[config.mk]
export PLATFORM = sky130hd
export DESIGN_NAME = ct_bu_sched
export DESIGN_NICKNAME = d
export VERILOG_FILES = /design/src/rtl/ct_pkg.sv /design/src/rtl/ct_addr_gen.sv /design/src/rtl/ct_bu_sched.sv
export SDC_FILE = /design/constraint.sdc
export NUM_CORES = 1
export LEC_CHECK = 0
export ABC_AREA = 0
export BUFFER_PORTS_ARGS = -buffer_cell sky130_fd_sc_hd__buf_4
export CORE_MARGIN = 2
export CORE_UTILIZATION = 25
export CTS_CLUSTER_SIZE = 28
export DETAILED_ROUTE_END_ITERATION = 10
export PLACE_DENSITY_LB_ADDON = 0.1
export SYNTH_ARGS = -nofsm -noshare
export SYNTH_HDL_FRONTEND = slang
export SYNTH_SLANG_ARGS = --single-unit
[constraint.sdc]
create_clock -name clk_i -period 3.45 [get_ports clk_i]
set_input_delay 0.1725 -clock clk_i [delete_from_list [all_inputs] [get_ports clk_i]]
set_output_delay 0.1725 -clock clk_i [all_outputs]
set_load 0.01 [all_outputs]
[src/rtl/ct_pkg.sv]
// Shared definitions for the CT butterfly scheduler: FSM states and the
// radix-2 DIT butterfly address mapping (also usable by CT_BU models).
package ct_pkg;

  typedef enum logic [1:0] {IDLE, RUN, FLUSH, DONE} ct_state_e;

  // Widest supported transform is 2^12 points.
  localparam int CT_AW = 12;

  typedef struct packed {
    logic [CT_AW-1:0] p;
    logic [CT_AW-1:0] q;
    logic [CT_AW-1:0] tw;
  } ct_addr_t;

  // Butterfly j of stage s pairs elements 'half' apart inside blocks of 2*half.
  function automatic ct_addr_t ct_bfly_addr(input logic [CT_AW-1:0] j,
                                            input logic [3:0]       s,
                                            input logic [3:0]       log_n);
    logic [CT_AW-1:0] half;
    logic [CT_AW-1:0] low;
    ct_addr_t         r;
    half = CT_AW'(1) << s;
    low  = j & (half - CT_AW'(1));
    r.p  = ((j >> s) << (s + 4'd1)) | low;
    r.q  = r.p + half;
    r.tw = low << (log_n - 4'd1 - s);
    return r;
  endfunction

endpackage

[src/rtl/ct_addr_gen.sv]
// Combinational butterfly address generator: (j, s) -> (p, q, tw),
// narrowed from the package's full-width mapping to this transform size.
module ct_addr_gen
  import ct_pkg::*;
#(
  parameter int LOG_N = 4
) (
  input  logic [LOG_N-2:0] j,
  input  logic [LOG_N-1:0] s,
  output logic [LOG_N-1:0] p,
  output logic [LOG_N-1:0] q,
  output logic [LOG_N-2:0] tw
);

  // Only the low bits are meaningful; everything above LOG_N is zero.
  ct_addr_t wide_unused;

  always_comb begin
    wide_unused = ct_bfly_addr(CT_AW'(j), 4'(s), 4'(LOG_N));
  end

  assign p  = wide_unused.p[LOG_N-1:0];
  assign q  = wide_unused.q[LOG_N-1:0];
  assign tw = wide_unused.tw[LOG_N-2:0];

endmodule

[src/rtl/ct_bu_sched.sv]
// Sequencer for one radix-2 CT butterfly unit: issues one butterfly per cycle,
// flushes between stages and replays the addresses as write-backs L cycles later.
module ct_bu_sched
  import ct_pkg::*;
#(
  parameter int LOG_N  = 4,
  parameter int RD_LAT = 1,
  parameter int BU_LAT = 1
) (
  input  logic             clk_i,
  input  logic             reset_ni,
  input  logic             start_i,
  input  logic             hold_i,
  output logic             busy_o,
  output logic             done_o,
  output logic [LOG_N-1:0] stage_o,
  output logic             rd_en_o,
  output logic [LOG_N-1:0] rd_addr_p_o,
  output logic [LOG_N-1:0] rd_addr_q_o,
  output logic [LOG_N-2:0] tw_addr_o,
  output logic             wr_en_o,
  output logic [LOG_N-1:0] wr_addr_p_o,
  output logic [LOG_N-1:0] wr_addr_q_o
);

  localparam int L      = RD_LAT + BU_LAT;
  localparam int NH     = 1 << (LOG_N - 1);
  localparam int FCW    = (L > 1) ? $clog2(L) : 1;

  typedef struct packed {
    logic             v;
    logic [LOG_N-1:0] p;
    logic [LOG_N-1:0] q;
  } wb_t;

  ct_state_e        state;
  logic [LOG_N-2:0] j;
  logic [FCW-1:0]   fc;
  wb_t              line [L];

  logic [LOG_N-1:0] p_n;
  logic [LOG_N-1:0] q_n;
  logic [LOG_N-2:0] tw_n;

  ct_addr_gen #(.LOG_N(LOG_N)) u_addr_gen (
    .j  (j),
    .s  (stage_o),
    .p  (p_n),
    .q  (q_n),
    .tw (tw_n)
  );

  always_ff @(posedge clk_i or negedge reset_ni) begin
    if (!reset_ni) begin
      state       <= IDLE;
      j           <= '0;
      fc          <= '0;
      stage_o     <= '0;
      busy_o      <= 1'b0;
      done_o      <= 1'b0;
      rd_en_o     <= 1'b0;
      rd_addr_p_o <= '0;
      rd_addr_q_o <= '0;
      tw_addr_o   <= '0;
    end else begin
      rd_en_o     <= 1'b0;
      rd_addr_p_o <= '0;
      rd_addr_q_o <= '0;
      tw_addr_o   <= '0;
      done_o      <= 1'b0;
      case (state)
        IDLE: begin
          if (start_i) begin
            state   <= RUN;
            j       <= '0;
            stage_o <= '0;
          end
        end
        RUN: begin
          busy_o <= 1'b1;
          if (!hold_i) begin
            rd_en_o     <= 1'b1;
            rd_addr_p_o <= p_n;
            rd_addr_q_o <= q_n;
            tw_addr_o   <= tw_n;
            if (j == (LOG_N-1)'(NH - 1)) begin
              j     <= '0;
              fc    <= '0;
              state <= FLUSH;
            end else begin
              j <= j + (LOG_N-1)'(1);
            end
          end
        end
        // Wait out the issue-to-write latency so stage s+1 never reads stale data.
        FLUSH: begin
          busy_o <= 1'b1;
          if (fc == FCW'(L - 1)) begin
            if (stage_o == LOG_N'(LOG_N - 1)) begin
              state <= DONE;
            end else begin
              stage_o <= stage_o + LOG_N'(1);
              state   <= RUN;
            end
          end else begin
            fc <= fc + FCW'(1);
          end
        end
        DONE: begin
          busy_o  <= 1'b0;
          done_o  <= 1'b1;
          stage_o <= '0;
          state   <= IDLE;
        end
        default: state <= IDLE;
      endcase
    end
  end

  // Write-back delay line: entry L-1 is the read issue of exactly L cycles ago.
  always_ff @(posedge clk_i or negedge reset_ni) begin
    if (!reset_ni) begin
      for (int i = 0; i < L; i++) line[i] <= '0;
    end else begin
      line[0] <= {rd_en_o, rd_addr_p_o, rd_addr_q_o};
      for (int i = 1; i < L; i++) line[i] <= line[i-1];
    end
  end

  assign wr_en_o     = line[L-1].v;
  assign wr_addr_p_o = line[L-1].p;
  assign wr_addr_q_o = line[L-1].q;

endmodule
==> results of run 1 <==
-- state kept, by name (all words and copies together) (netlist names) --
| name | flops |
|---|---|
| busy_o | 1 |
| done_o | 1 |
| fc | 1 |
| j | 3 |
| line | 9 |
| rd_addr_p_o | 4 |
| rd_addr_q_o | 4 |
| rd_en_o | 1 |
| stage_o | 4 |
| state | 2 |
| tw_addr_o | 3 |
| wr_addr_p_o | 4 |
| wr_addr_q_o | 4 |
| wr_en_o | 1 |
-- metal layers --
| metal | GRT usage (%) | vias up | share of wire [%] |
|---|---|---|---|
| met5 | 0 | - | 0 |
| li1 | - | 584 | - |
| met4 | 4.92 | 0 | 2.1 |
| met3 | 2.66 | 8 | 5.9 |
| met2 | 15.9 | 36 | 48 |
| met1 | 11.5 | 563 | 44 |
-- logic make-up after synthesis --
group | Yosys count
AND/OR/NAND/NOR | 50
adder cells (fa/ha/maj) | 13
multiplexers | 2
XOR/XNOR | 6
AO/OA/AOI/OAI | 25
buffers and inverters | 25
flip-flops | 42
-- stage by stage --
stage | worst slack [ns] | hold WS (ns) | util, % | power (mW)
2_1_floorplan | 0.843 | -0.123 | - | 1.10
3_3_place_gp | 0.548 | 0.190 | 29.6 | 1.25
3_5_place_dp | 0.506 | 0.205 | 29.6 | 1.27
4_1_cts | 0.501 | 0.123 | 31.0 | 1.61
5_1_grt | 0.288 | 0.164 | 31.0 | 1.70
6_report | 0.501 | 0.130 | 31.0 | 1.57
-- placed cells by master (no fill, tap or decap), types with 2 or more instances in the layout --
master / synthesis / final
a21oi_1: 3 / 3
a21o_1: 2 / 2
nand3_1: 3 / 3
nand2b_1: 2 / 2
and2_1: 7 / 7
o21ai_0: 7 / 7
o31ai_1: 2 / 2
nand2_1: 10 / 10
xnor2_1: 5 / 5
nor2_1: 7 / 7
inv_1: 13 / 13
dfrtp_1: 42 / 42
nor3b_1: 2 / 2
clkinvlp_4: 0 / 2
ha_1: 12 / 12
buf_4: 10 / 30
or2_1: 2 / 2
nor3_1: 5 / 5
clkbuf_8: 0 / 5
nor2b_1: 6 / 6
-- worst paths after layout --
path / slack [ns] / from / to
min in group asynchronous: 0.39 / reset_ni / wr_addr_p_o[3]$_DFF_PN0_
worst max register to register: 0.50 / stage_o[0]$_DFFE_PN0P_ / rd_addr_q_o[3]$_DFF_PN0_
worst max-delay path: 0.50 / stage_o[0]$_DFFE_PN0P_ / rd_addr_q_o[3]$_DFF_PN0_
worst min register to register: 0.35 / line[12]$_DFF_PN0_ / wr_addr_q_o[3]$_DFF_PN0_
worst min-delay path: 0.13 / hold_i / state[0]$_DFFE_PN0P_
max in group asynchronous: 2.69 / reset_ni / tw_addr_o[1]$_DFF_PN0_
-- cell type report --
class	count	area share [%]
Timing Repair Buffer	31	10.4
Clock inverter	3	1.05
Sequential cell	42	46.5
Multi-Input combinational cell	96	31.4
Inverter	13	2.16
Clock buffer	5	3.04
Tap cell	99	5.48
-- power by group --
part,internal (mW),switching (mW),total (mW),leakage (nW)
Sequential,0.610,0.0988,0.708,0.561
Clock,0.145,0.184,0.329,0.0408
Combinational,0.260,0.275,0.536,0.515
-- worst max-delay path, delay by kind of cell, from the launching register on --
kind                     cells  cell delay, ns
adder cells (fa/ha/maj)      2            0.69
flip-flops                   1            0.65
AO/OA/AOI/OAI                3            0.72
AND/OR/NAND/NOR              2            0.28
XOR/XNOR                     2            0.28
buffers and inverters        1            0.23
-- repair_timing --
action                    in CTS  in global routing
hold buffers                   1                  0
hold endpoints to repair      42                  0
resized for setup              0                  0
==> results.py, run 1 <==
metrics = {
    "routing": {
        "viasPerCell": 4.12,
        "drc": 0,
        "drt_iter0_drc": 50,
        "firstDrtPassIters": 4,
        "final_antenna_net_count": 0,
        "wl_per_cell_um": 12.6,
        "drt_wl_total_mm": 3.64,
        "vias": 1191,
    },
    "setup_path": {
        "endpoint_kind": "flip-flop",
        "crit_chain": "inv_1, ha_1, a2111oi_0, or2_1, ha_1, a21o_1, a21oi_1, xnor2_1, xnor2_1, nor2_1",
        "critPathKind": "flip-flop to flip-flop",
        "slowest_delay_ns": 0.65,
        "start_kind": "flip-flop",
        "arrival_ns": 3.15,
        "rr_worst_depth": 10,
        "timing.critical_path.required_ns": 3.65,
        "critPathMaxFanout": 15,
        "slowest_stage": "dfrtp_1",
    },
    "sta": {
        "relSlewSlack_pct": 64.2,
        "rsz0062_at_grt": "false",
        "worst_slew_pin_slew_ns": 0.536,
        "clock.fmax_mhz": 339,
        "drv_slew": 0,
        "finalSetupViolations": 0,
        "finalCritPeriodShare_pct": 85.5,
        "finClkSkew_ns": 0.0121,
        "fin_setup_tns_ns": 0,
        "hold_viol": 0,
        "finalCriticalPeriod_ns": 2.95,
    },
    "layout": {
        "register_area_mm2": 0.00105,
        "drive_gt1_share_pct": 24.2,
        "n_antenna_cell": 0,
        "finalNonFillerCells": 289,
        "nets": 206,
        "area_delta_synth_final_pct": 18.9,
        "multiInputGateArea_um2": 711,
        "final_cell_area_mm2": 0.00226,
        "nFillCells": 770,
    },
    "logic_synthesis": {
        "synth_cells": 163,
        "synth_edf_count": 0,
        "synthMuxAreaShare_pct": 1.12,
        "synth_ff_type": "dfrtp_1",
        "synthesis.nets": 180,
        "synth_top_family_by_area": "simple AND/OR/NAND/NOR gates",
        "synth.most_common_cell": "dfrtp_1",
        "synth-async-reset-ratio_pct": 100,
        "synth_cell_types": 41,
        "synth-seq-area-share_pct": 55.3,
        "synth_top_area_share_pct": 55.3,
        "ys_seq_elements": 42,
        "synth_top_cell_by_area": "dfrtp_1",
        "synthTopCellsByCount": "dfrtp_1, inv_1, ha_1, buf_4, nand2_1",
        "synth_area_mm2": 0.00190,
        "synthTopCellsByArea": "dfrtp_1, ha_1, buf_4, inv_1, and2_1",
        "synth-xor-area-share_pct": 2.76,
        "yosys_warnings": 0,
        "avgSynthCellArea_um2": 11.7,
        "synth_fa_ha_area_share_pct": 8.95,
        "synth_compound_area_share_pct": 9.61,
        "synthSimpleGateAreaFrac_pct": 14.9,
    },
    "clocking": {
        "cts_sinks": 42,
        "htreeDepth": 2,
        "cts_buffers": 5,
        "cts_buffer_depth": 2,
        "cts.clk_slew.worst_paths_ns": 0.09,
        "worstSkewPairLatency_ns": 0.30,
        "root_buffer": "clkbuf_8",
        "cts_tree": "yes",
        "postCtsSetupRepairBufs": 0,
    },
    "grt": {
        "overflow": 0,
        "grt_max_degree": 43,
        "antenna_found_initial": 0,
        "grt_pass1_wl_mm": 6.30,
        "grt_pass1_vias": 1300,
        "groute.usage.overall_pct": 9.65,
    },
    "floorplanning": {
        "die_w_um": 91.2,
        "coreArea_mm2": 0.00729,
        "initial_utilization_pct": 26.1,
        "row_count": 31,
        "pin_count": 31,
        "die_h_um": 91.2,
        "dieArea_mm2": 0.00832,
    },
    "run": {
        "maxCapViolations": 0,
    },
    "power": {
        "p_leak_nw": 1.12,
        "power_density_mw_per_mm2": 695,
        "peakVddDrop_v": 0.000225,
    },
    "placement": {
        "placed_area_mm2": 0.00216,
        "portBuffers": 30,
        "routabilityCongestion": 0.839,
        "dp_hpwl_mm": 2.64,
        "placed_cells": 280,
    },
    "worst_hold_path": {
        "hold_depth": 3,
        "hp-class": "input port to flip-flop",
    },
    "run_status": {
        "status": "finished, final reports clean",
    },
}
Power figures use the tool's default switching activity.
==> run 2: changes to the inputs <==
--- a/config.mk
+++ b/config.mk
@@ -8,10 +8,11 @@
 export ABC_AREA = 0
 export BUFFER_PORTS_ARGS = -buffer_cell sky130_fd_sc_hd__buf_4
 export CORE_MARGIN = 2
-export CORE_UTILIZATION = 25
+export CORE_UTILIZATION = 30
 export CTS_CLUSTER_SIZE = 28
 export DETAILED_ROUTE_END_ITERATION = 10
 export PLACE_DENSITY_LB_ADDON = 0.1
+export SETUP_SLACK_MARGIN = 0.1
 export SYNTH_ARGS = -nofsm -noshare
 export SYNTH_HDL_FRONTEND = slang
 export SYNTH_SLANG_ARGS = --single-unit
==> run 2 against run 1 <==
Final cell count is 8.0% lower. Sequential power hardly changed. Critical path type unchanged. Clock power is 12% lower. Flip-flop and latch count stayed put. Worst hold slack better by 0.029 ns. Non-clock buffer count stayed put. First-iteration DRC count is 52% lower. Global-route usage is 0.90 points higher.
==> results.py, run 2 (synthesis results as in run 1) <==
metrics = {
    "setup_path": {
        "critPathKind": "flip-flop to flip-flop",
        "timing.critical_path.required_ns": 3.63,
        "endpoint_kind": "flip-flop",
        "reg2reg_slack_ns": 0.63,
        "worstReg2RegStart": "stage_o[0]$_DFFE_PN0P_",
        "start_kind": "flip-flop",
        "rr_worst_depth": 12,
        "reg2reg_to": "rd_addr_q_o[3]$_DFF_PN0_",
        "arrival_ns": 3.00,
        "critPathMaxFanout": 15,
    },
    "clocking": {
        "cts_tree": "yes",
        "worstSkewPairLatency_ns": 0.28,
        "cts_buffers": 5,
        "cts_buffer_depth": 2,
        "htreeDepth": 2,
        "cts.clk_slew.worst_paths_ns": 0.07,
        "root_buffer": "clkbuf_8",
        "cts_sinks": 42,
        "postCtsSetupRepairBufs": 0,
    },
    "power": {
        "p_seq_share_pct": 46.6,
        "clkPwrFrac_pct": 19.0,
        "power.switching_mw": 0.516,
        "p_leak_nw": 1.12,
        "peakVddDrop_v": 0.000229,
        "power_density_mw_per_mm2": 684,
        "p_int_mw": 1.00,
        "swShare_pct": 34.0,
        "p_comb_share_pct": 34.5,
    },
    "floorplanning": {
        "initial_utilization_pct": 30.5,
        "row_count": 29,
        "die_h_um": 83.6,
        "die_w_um": 83.6,
        "coreArea_mm2": 0.00624,
        "pin_count": 31,
        "dieArea_mm2": 0.00699,
    },
    "sta": {
        "finalSetupViolations": 0,
        "finalCriticalPeriod_ns": 2.82,
        "clock.fmax_mhz": 354,
        "relSlewSlack_pct": 64.9,
        "drv_slew": 0,
        "finClkSkew_ns": 0.00502,
        "finalCritPeriodShare_pct": 81.8,
        "rsz0062_at_grt": "false",
        "worst_slew_pin_slew_ns": 0.527,
        "fin_setup_tns_ns": 0,
        "hold_viol": 0,
        "fin_ws_ns": 0.627,
    },
    "grt": {
        "grt_max_degree": 43,
        "overflow": 0,
        "grt_pass1_vias": 1293,
        "grt_util_met2_pct": 17.3,
        "grt_pass1_wl_mm": 5.92,
        "groute.usage.overall_pct": 10.5,
        "globalRouteMet3Util_pct": 3.66,
        "gr-usage-met1_pct": 13.0,
        "antenna_found_initial": 0,
        "busiest_layer": "met2",
    },
    "placement": {
        "dp_slack_ns": 0.610,
        "routabilityCongestion": 0.857,
        "portBuffers": 30,
        "placed_area_mm2": 0.00213,
        "dp_hpwl_mm": 2.49,
    },
    "run_status": {
        "status": "finished, final reports clean",
    },
    "routing": {
        "drc": 0,
        "viasPerCell": 4.55,
        "wl_per_cell_um": 12.5,
        "drt_iter0_drc": 24,
        "final_antenna_net_count": 0,
        "drt_wl_total_mm": 3.32,
        "firstDrtPassIters": 4,
        "vias": 1210,
    },
    "layout": {
        "final_cell_area_mm2": 0.00222,
        "multiInputGateArea_um2": 711,
        "largest_register_ffs": 9,
        "mostFrequentLayoutCells": "dfrtp_1, buf_4, inv_1",
        "regMostFlops": "line",
        "area_delta_synth_final_pct": 16.8,
        "drive_gt1_share_pct": 23.8,
        "nFillCells": 630,
        "register_area_mm2": 0.00105,
        "nets": 206,
        "n_antenna_cell": 0,
        "post-route-util_pct": 35.6,
        "layout_commonest_cell": "dfrtp_1",
    },
    "run": {
        "maxCapViolations": 0,
    },
    "worst_hold_path": {
        "hold_depth": 3,
        "min-delay-start": "hold_i",
        "whs_endpoint": "state[0]$_DFFE_PN0P_",
        "hp-class": "input port to flip-flop",
    },
}
run 2: cell count changes in the layout (fill, tap and decap cells not counted):
cell / previous run / this run
inv_6: 1 / 0
clkinvlp_4: 2 / 0
clkinv_2: 0 / 2
run 2: routing by layer:
| layer | wire [µm] | up-vias |
|---|---|---|
| met1 | 1490 | 593 |
| met4 | 46 | 0 |
| met2 | 1630 | 26 |
| li1 | - | 586 |
| met5 | 0 | - |
| met3 | 157 | 5 |
run 2: final cells by class:
class	count	area share [%]
clock inverter	2	0.451
timing repair buffer	31	10.6
sequential	42	47.3
multi-input combinational	96	32.0
inverter	13	2.20
tap	77	4.34
clock buffer	5	3.10
run 2: how the worst max path moves through the flow:
stage	startpoint	endpoint	slack, ns	depth (start not counted)
5_1_grt	stage_o[0]$_DFFE_PN0P_	rd_addr_q_o[3]$_DFF_PN0_	0.31	12
4_1_cts	stage_o[1]$_DFFE_PN0P_	rd_addr_q_o[3]$_DFF_PN0_	0.61	13
3_3_place_gp	stage_o[1]$_DFFE_PN0P_	rd_addr_q_o[3]$_DFF_PN0_	0.67	13
3_5_place_dp	stage_o[0]$_DFFE_PN0P_	rd_addr_q_o[3]$_DFF_PN0_	0.61	10
6_report	stage_o[0]$_DFFE_PN0P_	rd_addr_q_o[3]$_DFF_PN0_	0.63	12
2_1_floorplan	stage_o[1]$_DFFE_PN0P_	rd_addr_q_o[3]$_DFF_PN0_	0.84	14
run 2: critical path, cell delays in order (launching register included):
cell and delay [ns]:
dfrtp_1 0.62, inv_1 0.21, ha_1 0.26, nand2_1 0.11, ha_1 0.24, nor2b_1 0.17, or2_1 0.19, ha_1 0.25
a21o_1 0.15, a21oi_1 0.17, xnor2_1 0.15, xnor2_1 0.13, nor2_1 0.05
run 2: power by group through the flow:
| stage | combinational (mW) | clock (mW) | sequential, mW |
|---|---|---|---|
| floorplan | 0.410 | 0 | 0.686 |
| global placement | 0.529 | 0 | 0.715 |
| detailed placement | 0.534 | 0 | 0.720 |
| CTS | 0.537 | 0.309 | 0.710 |
| global route | 0.593 | 0.331 | 0.729 |
| finish | 0.524 | 0.288 | 0.708 |
run 2: metrics by stage:
step                      hold WS [ns]  std cells  total power [mW]
after floorplan                 -0.123        163              1.10
after global placement           0.187        258              1.24
after detailed placement         0.194        258              1.25
after CTS                        0.149        266              1.56
after global routing             0.146        266              1.65
final                            0.159        266              1.52
run 2: timing repair:
item                                    in CTS  in global routing
hold endpoints to repair                    42                  0
gates resized for setup                      0                  0
endpoints found under the setup margin       0                  0
hold buffers                                 1                  0
